===== src/rtl/instr_encoder_loader.sv =====
// instr_encoder_loader: packs MIPS field bundles into words and streams them into imem.
// Define INSTR_LOADER_CHECKSUM_EN to build the running XOR checksum of written words.
module instr_encoder_loader #(
  parameter int ADDR_W    = 10,
  parameter int BASE_ADDR = 0
) (
  input  logic              clk,
  input  logic              rst_n,
  input  logic              start,
  output logic              busy,
  output logic              done,
  output logic [1:0]        err,
  input  logic              in_valid,
  output logic              in_ready,
  input  logic [1:0]        in_fmt,
  input  logic [5:0]        in_op,
  input  logic [4:0]        in_sr1,
  input  logic [4:0]        in_sr2,
  input  logic [4:0]        in_dr,
  input  logic [15:0]       in_imm,
  input  logic [25:0]       in_jump_addr,
  input  logic [5:0]        in_alu_func,
  input  logic              in_last,
  output logic              mem_we,
  output logic [ADDR_W-1:0] mem_addr,
  output logic [31:0]       mem_wdata,
  input  logic              mem_ready,
  output logic [ADDR_W:0]   word_count,
  output logic [31:0]       checksum
);

  typedef enum logic [2:0] {
    IDLE, RUN, FULL, DRAIN, DONE
  } state_t;

  localparam logic [ADDR_W-1:0] BASE = ADDR_W'(BASE_ADDR);
  localparam logic [ADDR_W-1:0] LAST = '1;

  state_t            state, state_nxt;
  logic [ADDR_W-1:0] rsv;
  logic              ent_v;
  logic [ADDR_W-1:0] ent_addr;
  logic [31:0]       ent_data;
  logic [31:0]       word;
  logic              acc, acc_ok, bad, wr_done;
  logic              full, empty;

  always_comb begin
    word = '0;
    unique case (in_fmt)
      2'd0: word = {in_op, in_sr1, in_sr2, in_dr,
                    5'b0, in_alu_func};
      2'd1: word = {in_op, in_sr1, in_sr2, in_imm};
      2'd2: word = {in_op, in_jump_addr};
      default: word = '0;
    endcase
  end

  // mem_* registers are the buffer head; ent_* is the second slot
  assign full     = mem_we && ent_v;
  assign empty    = !mem_we && !ent_v;
  assign in_ready = (state == RUN) && !full && !start;
  assign acc      = in_valid && in_ready;
  assign bad      = in_fmt == 2'd3;
  assign acc_ok   = acc && !bad;
  assign wr_done  = mem_we && mem_ready;

  always_comb begin
    state_nxt = state;
    if (start) begin
      state_nxt = RUN;
    end else begin
      unique case (state)
        RUN: begin
          if (acc && in_last)
            state_nxt = DRAIN;
          else if (acc_ok && rsv == LAST)
            state_nxt = FULL;
        end
        FULL:  state_nxt = DRAIN;
        DRAIN: if (empty) state_nxt = DONE;
        default: state_nxt = state;
      endcase
    end
  end

  always_ff @(posedge clk or negedge rst_n) begin
    if (!rst_n) begin
      state      <= IDLE;
      busy       <= 1'b0;
      done       <= 1'b0;
      err        <= '0;
      mem_we     <= 1'b0;
      mem_addr   <= '0;
      mem_wdata  <= '0;
      ent_v      <= 1'b0;
      ent_addr   <= '0;
      ent_data   <= '0;
      rsv        <= BASE;
      word_count <= '0;
    end else begin
      state <= state_nxt;
      busy  <= state_nxt inside {RUN, FULL, DRAIN};
      done  <= state_nxt == DONE;
      if (start) begin
        mem_we     <= 1'b0;
        ent_v      <= 1'b0;
        rsv        <= BASE;
        word_count <= '0;
        err        <= '0;
      end else begin
        if (wr_done)
          word_count <= word_count + (ADDR_W+1)'(1);
        if (acc && bad)
          err[0] <= 1'b1;
        if (state == FULL && in_valid)
          err[1] <= 1'b1;
        if (acc_ok && rsv != LAST)
          rsv <= rsv + ADDR_W'(1);
        if (!mem_we || wr_done) begin
          if (ent_v) begin
            mem_we    <= 1'b1;
            mem_addr  <= ent_addr;
            mem_wdata <= ent_data;
            ent_v     <= acc_ok;
            if (acc_ok) begin
              ent_addr <= rsv;
              ent_data <= word;
            end
          end else if (acc_ok) begin
            mem_we    <= 1'b1;
            mem_addr  <= rsv;
            mem_wdata <= word;
          end else begin
            mem_we <= 1'b0;
          end
        end else if (acc_ok) begin
          ent_v    <= 1'b1;
          ent_addr <= rsv;
          ent_data <= word;
        end
      end
    end
  end

`ifdef INSTR_LOADER_CHECKSUM_EN
  always_ff @(posedge clk or negedge rst_n) begin
    if (!rst_n)
      checksum <= '0;
    else if (start)
      checksum <= '0;
    else if (wr_done)
      checksum <= checksum ^ mem_wdata;
  end
`else
  assign checksum = '0;
`endif

endmodule


===== config.mk =====
export PLATFORM = sky130hd
export DESIGN_NAME = instr_encoder_loader
export DESIGN_NICKNAME = d
export VERILOG_FILES = /design/src/rtl/instr_encoder_loader.sv
export SDC_FILE = /design/constraint.sdc
export NUM_CORES = 1
export LEC_CHECK = 0
export CORE_ASPECT_RATIO = 0.7
export CORE_MARGIN = 4
export CORE_UTILIZATION = 44
export CTS_CLUSTER_SIZE = 14
export DETAILED_ROUTE_END_ITERATION = 10
export GPL_TIMING_DRIVEN = 0
export PLACE_DENSITY = 0.77
export SLEW_MARGIN = 30
export SYNTH_ARGS = -nofsm -noshare
export SYNTH_HDL_FRONTEND = slang
export SYNTH_SLANG_ARGS = --single-unit

===== constraint.sdc =====
create_clock -name clk -period 2.04 [get_ports clk]
set_input_delay 0.306 -clock clk [delete_from_list [all_inputs] [get_ports clk]]
set_output_delay 0.306 -clock clk [all_outputs]
set_load 0.02 [all_outputs]

==> flow_summary.yaml <==
timing:
  report.final.hold_viol_count: 0
  final.min_clock_period_ns: 1.99
  clock_skew_ns: 0.00677
  finalWorstSetupSlack_ns: 0.0535
  finalCritPeriodShare_pct: 97.4
  setup_viol: 0
  rsz0062_at_grt: "false"
  worst_pin_slew_ns: 0.574
  slew_headroom_pct: 61.7
  setup-tns-final_ns: 0
  hold_slack_ns: 0.364
  fmax_mhz: 503
  slew_viol_final: 0
cells_and_area:
  diodes: 0
  area.growth.synth_to_final_pct: 40.3
  drive_gt1_share_pct: 29.1
  final_common_cell: "clkdlybuf4s50_1"
  nNetsFinal: 790
  final_cell_mix: "131 x clkdlybuf4s50_1, 111 x dfrtp_1, 62 x mux2_2, 44 x buf_4, 35 x mux2_4"
  final_cells: 909
power_and_ir_drop:
  peakVddDrop_v: 0.000659
  p_sw_mw: 2.12
  seq_power_share_pct: 36.1
  p_int_mw: 5.81
  switching_share_pct: 26.7
  comb_power_share_pct: 24.5
  power_density_nw_per_um2: 932
  pwr-share-clk_pct: 39.4
  power.leakage_nw: 4.00
  p_total_mw: 7.93
drt:
  wl_met2_um: 7610
  via_count: 4726
  avgRoutedWirePerCell_um: 17.6
  antenna_left: 0
  drtPass1Iterations: 5
  highest_layer: "met4"
  met1_length_um: 7160
  wl_met3_um: 1030
  drt_iter0_drc: 349
  viasPerCell: 5.20
  drc: 0
  finalWirelength_um: 16000
worst_setup_path:
  arrival_ns: 2.31
  r2r_end: "rsv[1]$_DFFE_PN0P_"
  end_kind: "flip-flop"
  worst_ep_required_time_ns: 2.36
  crit_start: "rsv[0]$_DFFE_PN0P_"
  setup.worst_path.start_class: "flip-flop"
  rrSetupSlack_ns: 0.05
  reg2reg_depth: 6
  endpoint: "rsv[1]$_DFFE_PN0P_"
  critPathKind: "flip-flop to flip-flop"
  cp_max_fo: 10
  regToRegStartpoint: "rsv[0]$_DFFE_PN0P_"
clocking:
  h-tree-depth: 4
  clk_root_buffer_cell: "clkbuf_16"
  path_clk_slew_ns: 0.06
  insertion_delay_ns: 0.41
  numCtsBuffers: 17
  cts_tree: "done"
  cts.sinks: 114
  clockBufferDepth: 2
floorplanning:
  pin_count: 168
  coreArea_um2: 13300
  die_h_um: 106
  die_w_um: 148
  core.rowCount: 35
  dieArea_um2: 15700
  start_util_pct: 45.5
placed_design:
  hpwl_um: 11500
  placed_cells: 869
  pre_cts_slack_ns: -0.369
  io_buffers: 133
  gp_congestion: 0.842
synth:
  ys_seq_area_share_pct: 47.1
  syn-instance-count: 519
  ys.flop_type: "dfrtp_1"
  synth-seq-cells: 114
  post-synth-top-area-cell: "dfrtp_1"
  syn_area_per_cell_um2: 11.7
  synth.area.top_cells: "dfrtp_1 47%, mux2_2 12%, mux2_4 8.7%, buf_4 4.0%, mux2i_1 3.5%"
  synth_area_um2: 6060
  synth_edf_count: 0
  async_reset_ff_share_pct: 100
  yosys_warnings: 0
  synth_top_area_share_pct: 47.1
  yosysUniqueCellTypes: 48
global_route:
  grt_pass1_wl_um: 25300
  antenna_found_initial: 0
  grt_pass1_vias: 4878
  grt_usage_pct: 20.2
  grt-ovfl-total: 0
  grt_max_degree: 77
status:
  status: "finished clean"
flow_run:
  cap_viol_max_count: 0
worst_hold_path:
  holdCritPathClass: "input port to asynchronous set/reset pin"
==> layer usage <==
metal	vias up	track usage [%]
met5	-	0
met1	2340	27.0
met4	0	6.72
met3	21	5.45
li1	2193	-
met2	172	32.0
==> stage by stage <==
stage | util, % | area [um^2]
global placement | 58.2 | 7740
finish | 63.9 | 8500
global route | 63.9 | 8500
detailed placement | 58.4 | 7770
CTS | 63.5 | 8460
floorplan | - | 6180
==> synthesized netlist by cell type (all sizes together), types with 5 or more instances <==
cell type / count
nand3: 9
o2bb2ai: 10
nor2b: 7
a21oi: 12
a22o: 7
mux2i: 21
nor2: 26
o21ba: 9
buf: 49
nand2b: 9
nand2: 26
a31oi: 21
and2: 5
o21ai: 9
inv: 11
dfrtp: 114
nand4: 8
clkbuf: 18
mux2: 97
==> kinds of logic after synthesis <==
family / count (synthesis) / synth area share [%]
buffers and inverters: 78 / 7.64
multiplexers: 118 / 23.7
XOR/XNOR: 8 / 1.16
AO/OA/AOI/OAI: 82 / 9.73
adder cells (fa/ha/maj): 2 / 0.413
flip-flops: 114 / 47.1
other: 1 / 0.0619
AND/OR/NAND/NOR: 116 / 10.3
==> critical path: stages (launching register included) <==
cell and delay (ns):
dfrtp_1 0.40, ha_2 0.23, and3_1 0.19, and4_2 0.29, buf_4 0.18, or3b_2 0.47
a21oi_1 0.15
==> what timing repair did <==
| action | 4_1_cts | 5_1_grt |
|---|---|---|
| buffers inserted | 6 | 4 |
| pin swaps | 2 | 1 |
| endpoints found under the setup margin | 79 | 82 |
| gates resized for setup | 9 | 14 |
| hold buffers | 1 | 0 |
| endpoints found under the hold margin | 38 | 0 |
==> power groups by stage <==
stage / clock (mW) / combinational (mW) / sequential (mW)
floorplan: 0 / 0.811 / 3.13
global placement: 0 / 1.86 / 2.87
detailed placement: 0 / 1.91 / 2.89
CTS: 3.16 / 1.94 / 2.86
global route: 3.28 / 2.05 / 2.91
finish: 3.13 / 1.94 / 2.86
==> flip-flops by register name, summed over array words and instances, names as in the netlist <==
register	count
rsv	10
done	1
ent_data	32
busy	1
err	2
state	3
mem_we	1
word_count	11
mem_wdata	32
ent_addr	10
mem_addr	10
ent_v	1
==> worst min path at each step <==
stage / start / endpoint / slack, ns / depth (start not counted)
floorplan: rst_n / busy$_DFF_PN0_ / 0.01 / 0
global placement: ent_addr[3]$_DFFE_PN0P_ / ent_addr[3]$_DFFE_PN0P_ / 0.48 / 1
detailed placement: rst_n / mem_wdata[6]$_DFFE_PN0P_ / 0.20 / 1
CTS: rst_n / mem_wdata[6]$_DFFE_PN0P_ / 0.37 / 2
global route: rst_n / mem_wdata[7]$_DFFE_PN0P_ / 0.38 / 2
finish: rst_n / mem_wdata[6]$_DFFE_PN0P_ / 0.36 / 2
==> area by class of cell <==
type | count | area [um^2]
Clock buffer | 23 | 498
Buffer | 64 | 434
Timing Repair Buffer | 145 | 1450
Fill cell | 1079 | 4810
Tap cell | 185 | 231
Inverter | 11 | 41.3
Sequential cell | 114 | 2860
Clock inverter | 9 | 126
Multi-Input combinational cell | 358 | 2870
No activity file was read; power rests on OpenSTA's default activity.
